--- src/rtl/mem_access_sequencer_if.sv ---
// Request/strobe bundle between the main control FSM, the memory-port sequencer and the address mux.
interface mem_access_sequencer_if;
  logic       fetch_req;
  logic       ld_req;
  logic       st_req;
  logic [1:0] addr_sel;
  logic       exc_div0;
  logic       exc_ovf;
  logic       exc_noop;
  logic [2:0] IorDControl;
  logic       MemWR;
  logic       IRWrite;
  logic       MDRWrite;
  logic       EPCWrite;
  logic       PCSrcExc;
  logic [1:0] exc_code;
  logic       busy;
  logic       done;

  modport master (
    output fetch_req, ld_req, st_req, addr_sel, exc_div0, exc_ovf, exc_noop,
    input  IorDControl, MemWR, IRWrite, MDRWrite, EPCWrite, PCSrcExc, exc_code, busy, done
  );

  modport slave (
    input  fetch_req, ld_req, st_req, addr_sel, exc_div0, exc_ovf, exc_noop,
    output IorDControl, MemWR, IRWrite, MDRWrite, EPCWrite, PCSrcExc, exc_code, busy, done
  );
endinterface

--- src/rtl/mem_access_sequencer.sv ---
// Multicycle-CPU memory-port sequencer: fetch, load, store and exception-vector fetch with
// MEM_WAIT read wait states. All outputs are registered from the next-state decode.
module mem_access_sequencer #(
  parameter int unsigned MEM_WAIT = 2
) (
  input logic                   clk,
  input logic                   reset,
  mem_access_sequencer_if.slave bus_io
);

  localparam logic [3:0] StIdle  = 4'd0;
  localparam logic [3:0] StFWait = 4'd1;
  localparam logic [3:0] StFCap  = 4'd2;
  localparam logic [3:0] StDWait = 4'd3;
  localparam logic [3:0] StDCap  = 4'd4;
  localparam logic [3:0] StStore = 4'd5;
  localparam logic [3:0] StXEpc  = 4'd6;
  localparam logic [3:0] StXWait = 4'd7;
  localparam logic [3:0] StXCap  = 4'd8;

  localparam logic [3:0] CntInit = 4'(MEM_WAIT - 1);

  logic [3:0] state_q, state_d;
  logic [3:0] cnt_q, cnt_d;
  logic [2:0] sel_q, sel_d;
  logic [1:0] code_q, code_d;
  logic [2:0] pend_q, pend_d;
  logic [2:0] clr;
  logic [2:0] data_sel;

  always_comb begin
    unique case (bus_io.addr_sel)
      2'd1:    data_sel = 3'b101;
      2'd2:    data_sel = 3'b110;
      default: data_sel = 3'b100;
    endcase
  end

  always_comb begin
    state_d = state_q;
    cnt_d   = cnt_q;
    sel_d   = sel_q;
    code_d  = code_q;
    clr     = 3'b000;
    unique case (state_q)
      StIdle: begin
        sel_d  = 3'b000;
        code_d = 2'd0;
        // Bit 0 div0, bit 1 ovf, bit 2 noop; lowest set bit wins.
        if (pend_q[0]) begin
          state_d = StXEpc;
          code_d  = 2'd1;
          clr     = 3'b001;
        end else if (pend_q[1]) begin
          state_d = StXEpc;
          code_d  = 2'd2;
          clr     = 3'b010;
        end else if (pend_q[2]) begin
          state_d = StXEpc;
          code_d  = 2'd3;
          clr     = 3'b100;
        end else if (bus_io.ld_req) begin
          state_d = StDWait;
          cnt_d   = CntInit;
          sel_d   = data_sel;
        end else if (bus_io.st_req) begin
          state_d = StStore;
          sel_d   = data_sel;
        end else if (bus_io.fetch_req) begin
          state_d = StFWait;
          cnt_d   = CntInit;
        end
      end
      StFWait: begin
        if (cnt_q == 4'd0) state_d = StFCap;
        else               cnt_d   = cnt_q - 4'd1;
      end
      StDWait: begin
        if (cnt_q == 4'd0) state_d = StDCap;
        else               cnt_d   = cnt_q - 4'd1;
      end
      StXEpc: begin
        state_d = StXWait;
        cnt_d   = CntInit;
        sel_d   = {1'b0, code_q};
      end
      StXWait: begin
        if (cnt_q == 4'd0) state_d = StXCap;
        else               cnt_d   = cnt_q - 4'd1;
      end
      StFCap, StDCap, StStore, StXCap: begin
        state_d = StIdle;
        sel_d   = 3'b000;
        code_d  = 2'd0;
      end
      default: begin
        state_d = StIdle;
        sel_d   = 3'b000;
        code_d  = 2'd0;
      end
    endcase
  end

  // A pulse coinciding with its own clear re-sets the flag.
  assign pend_d = (pend_q & ~clr) | {bus_io.exc_noop, bus_io.exc_ovf, bus_io.exc_div0};

  always_ff @(posedge clk) begin
    if (reset) begin
      state_q            <= StIdle;
      cnt_q              <= 4'd0;
      sel_q              <= 3'b000;
      code_q             <= 2'd0;
      pend_q             <= 3'b000;
      bus_io.IorDControl <= 3'b000;
      bus_io.MemWR       <= 1'b0;
      bus_io.IRWrite     <= 1'b0;
      bus_io.MDRWrite    <= 1'b0;
      bus_io.EPCWrite    <= 1'b0;
      bus_io.PCSrcExc    <= 1'b0;
      bus_io.exc_code    <= 2'd0;
      bus_io.busy        <= 1'b0;
      bus_io.done        <= 1'b0;
    end else begin
      state_q            <= state_d;
      cnt_q              <= cnt_d;
      sel_q              <= sel_d;
      code_q             <= code_d;
      pend_q             <= pend_d;
      bus_io.IorDControl <= sel_d;
      bus_io.MemWR       <= (state_d == StStore);
      bus_io.IRWrite     <= (state_d == StFCap);
      bus_io.MDRWrite    <= (state_d == StDCap) || (state_d == StXCap);
      bus_io.EPCWrite    <= (state_d == StXEpc);
      bus_io.PCSrcExc    <= (state_d == StXCap);
      bus_io.exc_code    <= code_d;
      bus_io.busy        <= (state_d != StIdle);
      bus_io.done        <= (state_d == StFCap) || (state_d == StDCap) ||
                            (state_d == StStore) || (state_d == StXCap);
    end
  end

endmodule
--- src/flat_wrapper.sv ---
// flat-port wrapper written by rule: the top's interface ports become plain ports
module mem_access_sequencer_flat 
#(
  parameter int unsigned MEM_WAIT = 2
)
  (clk, reset, bus_io_fetch_req, bus_io_ld_req, bus_io_st_req, bus_io_addr_sel, bus_io_exc_div0, bus_io_exc_ovf, bus_io_exc_noop, bus_io_IorDControl, bus_io_MemWR, bus_io_IRWrite, bus_io_MDRWrite, bus_io_EPCWrite, bus_io_PCSrcExc, bus_io_exc_code, bus_io_busy, bus_io_done);
  mem_access_sequencer_if bus_io_i ();
  input logic clk;
  input logic reset;
  input wire logic [$bits(bus_io_i.fetch_req)-1:0] bus_io_fetch_req;
  input wire logic [$bits(bus_io_i.ld_req)-1:0] bus_io_ld_req;
  input wire logic [$bits(bus_io_i.st_req)-1:0] bus_io_st_req;
  input wire logic [$bits(bus_io_i.addr_sel)-1:0] bus_io_addr_sel;
  input wire logic [$bits(bus_io_i.exc_div0)-1:0] bus_io_exc_div0;
  input wire logic [$bits(bus_io_i.exc_ovf)-1:0] bus_io_exc_ovf;
  input wire logic [$bits(bus_io_i.exc_noop)-1:0] bus_io_exc_noop;
  output wire logic [$bits(bus_io_i.IorDControl)-1:0] bus_io_IorDControl;
  output wire logic [$bits(bus_io_i.MemWR)-1:0] bus_io_MemWR;
  output wire logic [$bits(bus_io_i.IRWrite)-1:0] bus_io_IRWrite;
  output wire logic [$bits(bus_io_i.MDRWrite)-1:0] bus_io_MDRWrite;
  output wire logic [$bits(bus_io_i.EPCWrite)-1:0] bus_io_EPCWrite;
  output wire logic [$bits(bus_io_i.PCSrcExc)-1:0] bus_io_PCSrcExc;
  output wire logic [$bits(bus_io_i.exc_code)-1:0] bus_io_exc_code;
  output wire logic [$bits(bus_io_i.busy)-1:0] bus_io_busy;
  output wire logic [$bits(bus_io_i.done)-1:0] bus_io_done;
  assign bus_io_i.fetch_req = bus_io_fetch_req;
  assign bus_io_i.ld_req = bus_io_ld_req;
  assign bus_io_i.st_req = bus_io_st_req;
  assign bus_io_i.addr_sel = bus_io_addr_sel;
  assign bus_io_i.exc_div0 = bus_io_exc_div0;
  assign bus_io_i.exc_ovf = bus_io_exc_ovf;
  assign bus_io_i.exc_noop = bus_io_exc_noop;
  assign bus_io_IorDControl = bus_io_i.IorDControl;
  assign bus_io_MemWR = bus_io_i.MemWR;
  assign bus_io_IRWrite = bus_io_i.IRWrite;
  assign bus_io_MDRWrite = bus_io_i.MDRWrite;
  assign bus_io_EPCWrite = bus_io_i.EPCWrite;
  assign bus_io_PCSrcExc = bus_io_i.PCSrcExc;
  assign bus_io_exc_code = bus_io_i.exc_code;
  assign bus_io_busy = bus_io_i.busy;
  assign bus_io_done = bus_io_i.done;
  mem_access_sequencer #(.MEM_WAIT(MEM_WAIT)) u_core (.clk(clk), .reset(reset), .bus_io(bus_io_i));
endmodule
--- config.mk ---
export PLATFORM = sky130hd
export DESIGN_NAME = mem_access_sequencer_flat
export DESIGN_NICKNAME = d
export VERILOG_FILES = /design/src/rtl/mem_access_sequencer_if.sv /design/src/rtl/mem_access_sequencer.sv /design/src/flat_wrapper.sv
export SDC_FILE = /design/constraint.sdc
export NUM_CORES = 1
export LEC_CHECK = 0
export BUFFER_PORTS_ARGS = -buffer_cell sky130_fd_sc_hd__buf_2
export CAP_MARGIN = 20
export CORE_MARGIN = 8
export CORE_UTILIZATION = 50
export CTS_BUF_LIST = sky130_fd_sc_hd__clkbuf_16
export DETAILED_ROUTE_END_ITERATION = 8
export PLACE_DENSITY = 0.74
export SYNTH_ARGS = -nofsm -noshare
export SYNTH_HDL_FRONTEND = slang
export SYNTH_SLANG_ARGS = --single-unit
--- constraint.sdc ---
create_clock -name clk -period 2.51 [get_ports clk]
set_input_delay 0 -clock clk [delete_from_list [all_inputs] [get_ports clk]]
set_output_delay 0 -clock clk [all_outputs]
set_load 0.02 [all_outputs]
==> reports/summary.txt, run 1 <==
Synth cell types: 32
Vias: 966
Least-Margin Pin Slew: 0.515 ns
vias per cell: 5.40
grt ovf: 0
largest net degree at the start of global routing: 19
IO Port Bufs: 21
fillers: 186
Routed wire per std cell: 13.4 um
Syn Nets: 142
number of synthesized flops with an enable pin: 0
num rows: 16
DP Area: 1180 sq um
setup tns final: 0 ns
Clock Skew: 0.00345 ns
Layout Area Growth over Synthesis: 20.7%
endpoint class of the critical path: flip-flop
Slew Limit Fails: 0
clock slew at reported path FFs: 0.06 ns
worst slack, placed: 0.604 ns
CP arrival: 2.12 ns
Die X-Extent: 62.3 um
Initial Utilization: 53.6%
Starting DRT DRC Count: 17
CP peak stage delay: 0.42 ns
Total GRT Usage: 12.8%
Setup Buffers After CTS: 0
H-tree depth: 1
Max Freq: 516 MHz
final hold vios: 0
Post-DRT Antenna Nets: 0
Synth Cell Area: 1070 sq um
clock tree buffer depth: 2
Die H: 62.3 um
placed cell count: 172
worst path required time: 2.70 ns
CP max-delay cell: a221o_1
Final Cell Area: 1290 sq um
vias in the first global route: 981
status: finished, final reports clean
Register Area: 460 sq um
Post-Layout Cell Count: 179
period utilisation layout: 77.2%
Residual DRC: 0
antenna cells: 0
post-cts sizing count: 0
CP Max Fanout: 6
final worst setup slack: 0.572 ns
crit-path leading delay family: compound AO/OA/AOI/OAI gates
post-route minimum period: 1.94 ns
share of layout cells above drive strength 1: 18.4%
CTS tree: built
CP cell instances: inv_1, ha_1, nor3b_2, mux2i_1, a221o_1, or3_1, a21oi_1
final setup vio count: 0
CTS root buf: clkbuf_16
num ports: 22
syn avg cell area: 8.19 sq um
RSZ-0062 raised after global routing: false
multi-input combinational cell area: 558 sq um
static leakage: 0.563 nW
nets: 164
Pwr Density: 1350 nW/um^2
max cap viols: 0
Clock Sinks: 23
peak supply drop: 0.804 mV
predominant post-synthesis flop cell: dfxtp_1
hold crit path type: in -> reg
register area share after synthesis: 42.9%
DRT Pass-1 Iters: 4
placer congestion estimate: 0.821
Worst Path Buf+Inv: 1
ys async rst share: 0%
DIE AREA: 3880 sq um
dpl hpwl: 1.74 mm
first-pass GRT wire length: 4.20 mm
CP Launch Type: flip-flop
final total power: 0.00175 W
antenna violations before repair: 0
FF+latch count, synth: 23
CTS Buf Count: 3
worst skew pair latency: 0.25 ns
Max-slew headroom: 65.6%
core area: 2000 sq um
WS Path Type: reg -> reg
YS warnings: 0
Routed WL: 2.39 mm
Mapped Cells: 131
-- cell usage in the layout, fill, tap and decap left out --
cell type / n
a211oi_1: 2
a21o_1: 2
a21o_2: 1
a21oi_1: 14
a221o_1: 1
a31oi_1: 1
a32oi_1: 2
and3_1: 1
and3b_1: 1
buf_2: 21
clkbuf_16: 3
clkinv_2: 1
dfxtp_1: 23
dlygate4sd3_1: 3
ha_1: 1
inv_1: 7
mux2i_1: 3
nand2_1: 5
nand2b_1: 3
nand3b_1: 1
nand4bb_1: 1
nor2_1: 22
nor2b_1: 3
nor3_1: 6
nor3b_2: 1
nor4_1: 4
o211ai_1: 2
o21ai_0: 3
o21ai_1: 3
o31ai_1: 1
o32a_1: 2
or3_1: 5
or4_4: 1
xnor2_1: 2
-- cell type report --
| cell class | instances | share of cell area, % |
|---|---|---|
| Multi-Input combinational cell | 94 | 43.1 |
| Sequential cell | 23 | 35.6 |
| Timing Repair Buffer | 24 | 10.4 |
| Clock buffer | 3 | 5.80 |
| Tap cell | 27 | 2.61 |
| Inverter | 7 | 2.03 |
| Clock inverter | 1 | 0.387 |
-- what timing repair did --
item,in CTS,in global routing
hold buffers,3,0
setup endpoints to repair,0,0
endpoints found under the hold margin,3,0
-- cells in the mapped netlist (2+ instances only) --
master | number | area [sq um]
nand2_1 | 5 | 18.8
o211ai_1 | 2 | 15.0
or3_1 | 5 | 31.3
nor3_1 | 6 | 30.0
o21ai_0 | 3 | 15.0
a21o_1 | 2 | 15.0
nor2_1 | 22 | 82.6
a21oi_1 | 14 | 70.1
o32a_1 | 2 | 20.0
a32oi_1 | 2 | 17.5
a211oi_1 | 2 | 15.0
inv_1 | 7 | 26.3
nor2b_1 | 3 | 18.8
mux2i_1 | 3 | 30.0
nor4_1 | 4 | 25.0
o21ai_1 | 3 | 15.0
xnor2_1 | 2 | 17.5
dfxtp_1 | 23 | 460
nand2b_1 | 3 | 18.8
clkbuf_1 | 6 | 22.5
-- path summary, 6_finish.rpt --
| check | startpoint | end | slack, ns | cells past startpoint |
|---|---|---|---|---|
| max | u_core.cnt_q[0] | u_core.bus_io.done | 0.57 | 7 |
| max reg2reg | u_core.cnt_q[0] | u_core.bus_io.done | 0.57 | 7 |
| min reg2reg | u_core.bus_io.IorDControl[2] | u_core.bus_io.IorDControl[2] | 0.45 | 2 |
| min | bus_io_addr_sel[0] | u_core.bus_io.IorDControl[1] | 0.06 | 3 |
-- routing by layer --
layer | track usage [%] | vias up | part of all wire, %
li1 | - | 505 | -
met5 | 0 | - | 0
met2 | 21.5 | 18 | 47
met3 | 4.48 | 4 | 5.8
met4 | 7.41 | 0 | 2.1
met1 | 13.7 | 439 | 45
-- registers in the layout, summed over array words and instances, names as in the netlist, 2 cells and up --
name / cells
u_core.cnt_q: 4
u_core.state_q: 4
u_core.pend_q: 3
u_core.bus_io.IorDControl: 3
u_core.bus_io.exc_code: 2
-- cells by family after synthesis --
family | synth area share, %
compound gates | 20.1
xor+xnor | 1.63
fa+ha+maj | 1.17
buf+inv | 5.02
flops | 42.9
mux | 2.80
simple gates | 26.4
-- through the flow --
step,hold slack [ns],util [%]
final,0.0585,64.6
after global routing,0.0566,64.6
after CTS,0.0569,64.6
after detailed placement,0.210,59.1
after global placement,0.206,59.1
after floorplan,0.117,-
-- power breakdown --
part	switching (W)	internal [W]	total (W)
clock network	0.000126	0.000214	0.000340
logic	0.000459	0.000350	0.000809
registers	0.000125	0.000474	0.000599
total	0.000710	0.00104	0.00175
-- worst register-to-register path, delay by kind of cell, from the launching register on --
| kind | cells | cell delay (ns) |
|---|---|---|
| AO/OA/AOI/OAI | 2 | 0.56 |
| adder cells (fa/ha/maj) | 1 | 0.22 |
| buffers and inverters | 1 | 0.05 |
| flip-flops | 1 | 0.36 |
| multiplexers | 1 | 0.12 |
| AND/OR/NAND/NOR | 2 | 0.56 |
No activity file was read; power rests on OpenSTA's default activity.
==> run 2, diff against run 1 <==
Clock period 2.51 ns to 1.8 ns, I/O delays scaled along.
==> run 2 against run 1 <==
Effect of this change: the flow now finishes with violations (setup timing); flip-flop and latch count unchanged; non-clock buffer count increased by 11; worst hold slack improved by 0.00076 ns; critical path type unchanged; largest cell class unchanged.
==> reports/summary.txt, run 2 (synthesis gave the netlist of run 1 again) <==
antenna violations before repair: 0
vias in the first global route: 1001
violated checks: setup timing
placer congestion estimate: 0.864
Register Area: 463 sq um
period utilisation layout: 101%
grt ovf: 0
Total GRT Usage: 13.1%
Slew Limit Fails: 0
Die X-Extent: 62.3 um
Worst Path Buf+Inv: 1
antenna cells: 0
hold crit path type: in -> reg
Post-DRT Antenna Nets: 0
static leakage: 0.624 nW
clock slew at reported path FFs: 0.06 ns
num rows: 16
first-pass GRT wire length: 4.36 mm
Layout Area Growth over Synthesis: 32.0%
share of layout cells above drive strength 1: 29.4%
largest net degree at the start of global routing: 19
post-route minimum period: 1.82 ns
worst path required time: 1.99 ns
DIE AREA: 3880 sq um
CTS tree: built
multi-input combinational cell area: 594 sq um
Vias: 1049
CP cell instances: inv_2, ha_4, nor3b_4, mux2i_1, a221o_1, or3_1, a21oi_1
nets: 175
final total power: 0.00281 W
final setup vio count: 3
RR Startpoint: u_core.cnt_q[1]
CP Max Fanout: 4
worst skew pair latency: 0.26 ns
commonest non-fill, non-tap cell in the layout: nor2_1
crit path capture: u_core.bus_io.done
dpl hpwl: 1.92 mm
Routed WL: 2.61 mm
setup tns final: -0.0247 ns
IO Port Bufs: 21
worst slack, placed: -0.0419 ns
R2R depth: 7
CP arrival: 2.00 ns
CTS Buf Count: 3
Clock Skew: 0.00140 ns
vias per cell: 5.52
Max Freq: 551 MHz
Starting DRT DRC Count: 24
CP peak stage delay: 0.43 ns
Clock Sinks: 23
peak supply drop: 1.11 mV
clock tree buffer depth: 2
Initial Utilization: 53.6%
RSZ-0062 raised after global routing: true
Pwr Density: 1980 nW/um^2
Max-slew headroom: 74.7%
Routed wire per std cell: 13.8 um
fillers: 166
WS Path Type: reg -> reg
worst setup path start: u_core.cnt_q[1]
CTS root buf: clkbuf_16
H-tree depth: 1
Die H: 62.3 um
Residual DRC: 0
num ports: 22
crit-path leading delay family: simple AND/OR/NAND/NOR gates
final hold vios: 0
final worst setup slack: -0.0153 ns
WP depth: 7
minimum setup slack among reg-to-reg paths: -0.02 ns
Post-Layout Cell Count: 190
DRT Pass-1 Iters: 4
CP Launch Type: flip-flop
most frequent cells in the layout: 22 x nor2_1, 21 x buf_2, 21 x dfxtp_1
CP max-delay cell: a221o_1
core area: 2000 sq um
status: finished with violations
Regs by FF count: u_core.cnt_q (4), u_core.state_q (4)
endpoint class of the critical path: flip-flop
placed cell count: 180
max cap viols: 0
reg2reg end: u_core.bus_io.done
Least-Margin Pin Slew: 0.379 ns
run 2: where the power goes:
part | switching [W] | internal (W)
clock network | 0.000174 | 0.000299
logic | 0.000806 | 0.000732
registers | 0.000132 | 0.000665
total | 0.00111 | 0.00169
run 2: worst min path at each step:
stage / start / cells past startpoint / to
final: bus_io_addr_sel[1] / 3 / u_core.bus_io.IorDControl[0]
after floorplan: bus_io_exc_div0 / 2 / u_core.pend_q[0]
after global placement: bus_io_exc_div0 / 3 / u_core.pend_q[0]
after detailed placement: bus_io_exc_noop / 3 / u_core.pend_q[2]
after global routing: bus_io_addr_sel[0] / 3 / u_core.bus_io.IorDControl[1]
after CTS: bus_io_addr_sel[1] / 3 / u_core.bus_io.IorDControl[0]
run 2: layer usage:
metal  GRT usage, %  share of wire, %  up-vias
met3           4.66               7.4        5
met2           23.3                48       30
met1           13.8                43      481
li1               -                 -      533
met4           5.13               1.6        0
met5              0                 0        -
run 2: layout make-up:
class	instances	area share, %
clock buffer	3	5.31
clock inverter	1	0.354
inverter	7	1.86
multi-input combinational	94	42.0
sequential	23	32.7
tap	27	2.39
timing repair buffer	35	15.4
run 2: timing repair:
item                                    4_1_cts  5_1_grt
setup buffers                                 2        1
hold buffers                                  3        0
pin swaps                                     2        4
endpoints found under the hold margin         3        0
gates resized for setup                       2        9
endpoints found under the setup margin        4       10
run 2: metrics by stage:
step	instance area (sq um)	utilization (%)	hold WS, ns
after detailed placement	1240	62.1	0.221
final	1420	70.7	0.0593
after global routing	1420	70.7	0.0650
after global placement	1240	62.1	0.207
after CTS	1370	68.6	0.0548
after floorplan	1070	-	0.117
run 2: worst reg2reg max path: cells and delay by family (launching register included):
| kind | cells | cell delay (ns) |
|---|---|---|
| adder cells (fa/ha/maj) | 1 | 0.13 |
| AND/OR/NAND/NOR | 2 | 0.58 |
| flip-flops | 1 | 0.32 |
| AO/OA/AOI/OAI | 2 | 0.56 |
| multiplexers | 1 | 0.09 |
| buffers and inverters | 1 | 0.06 |
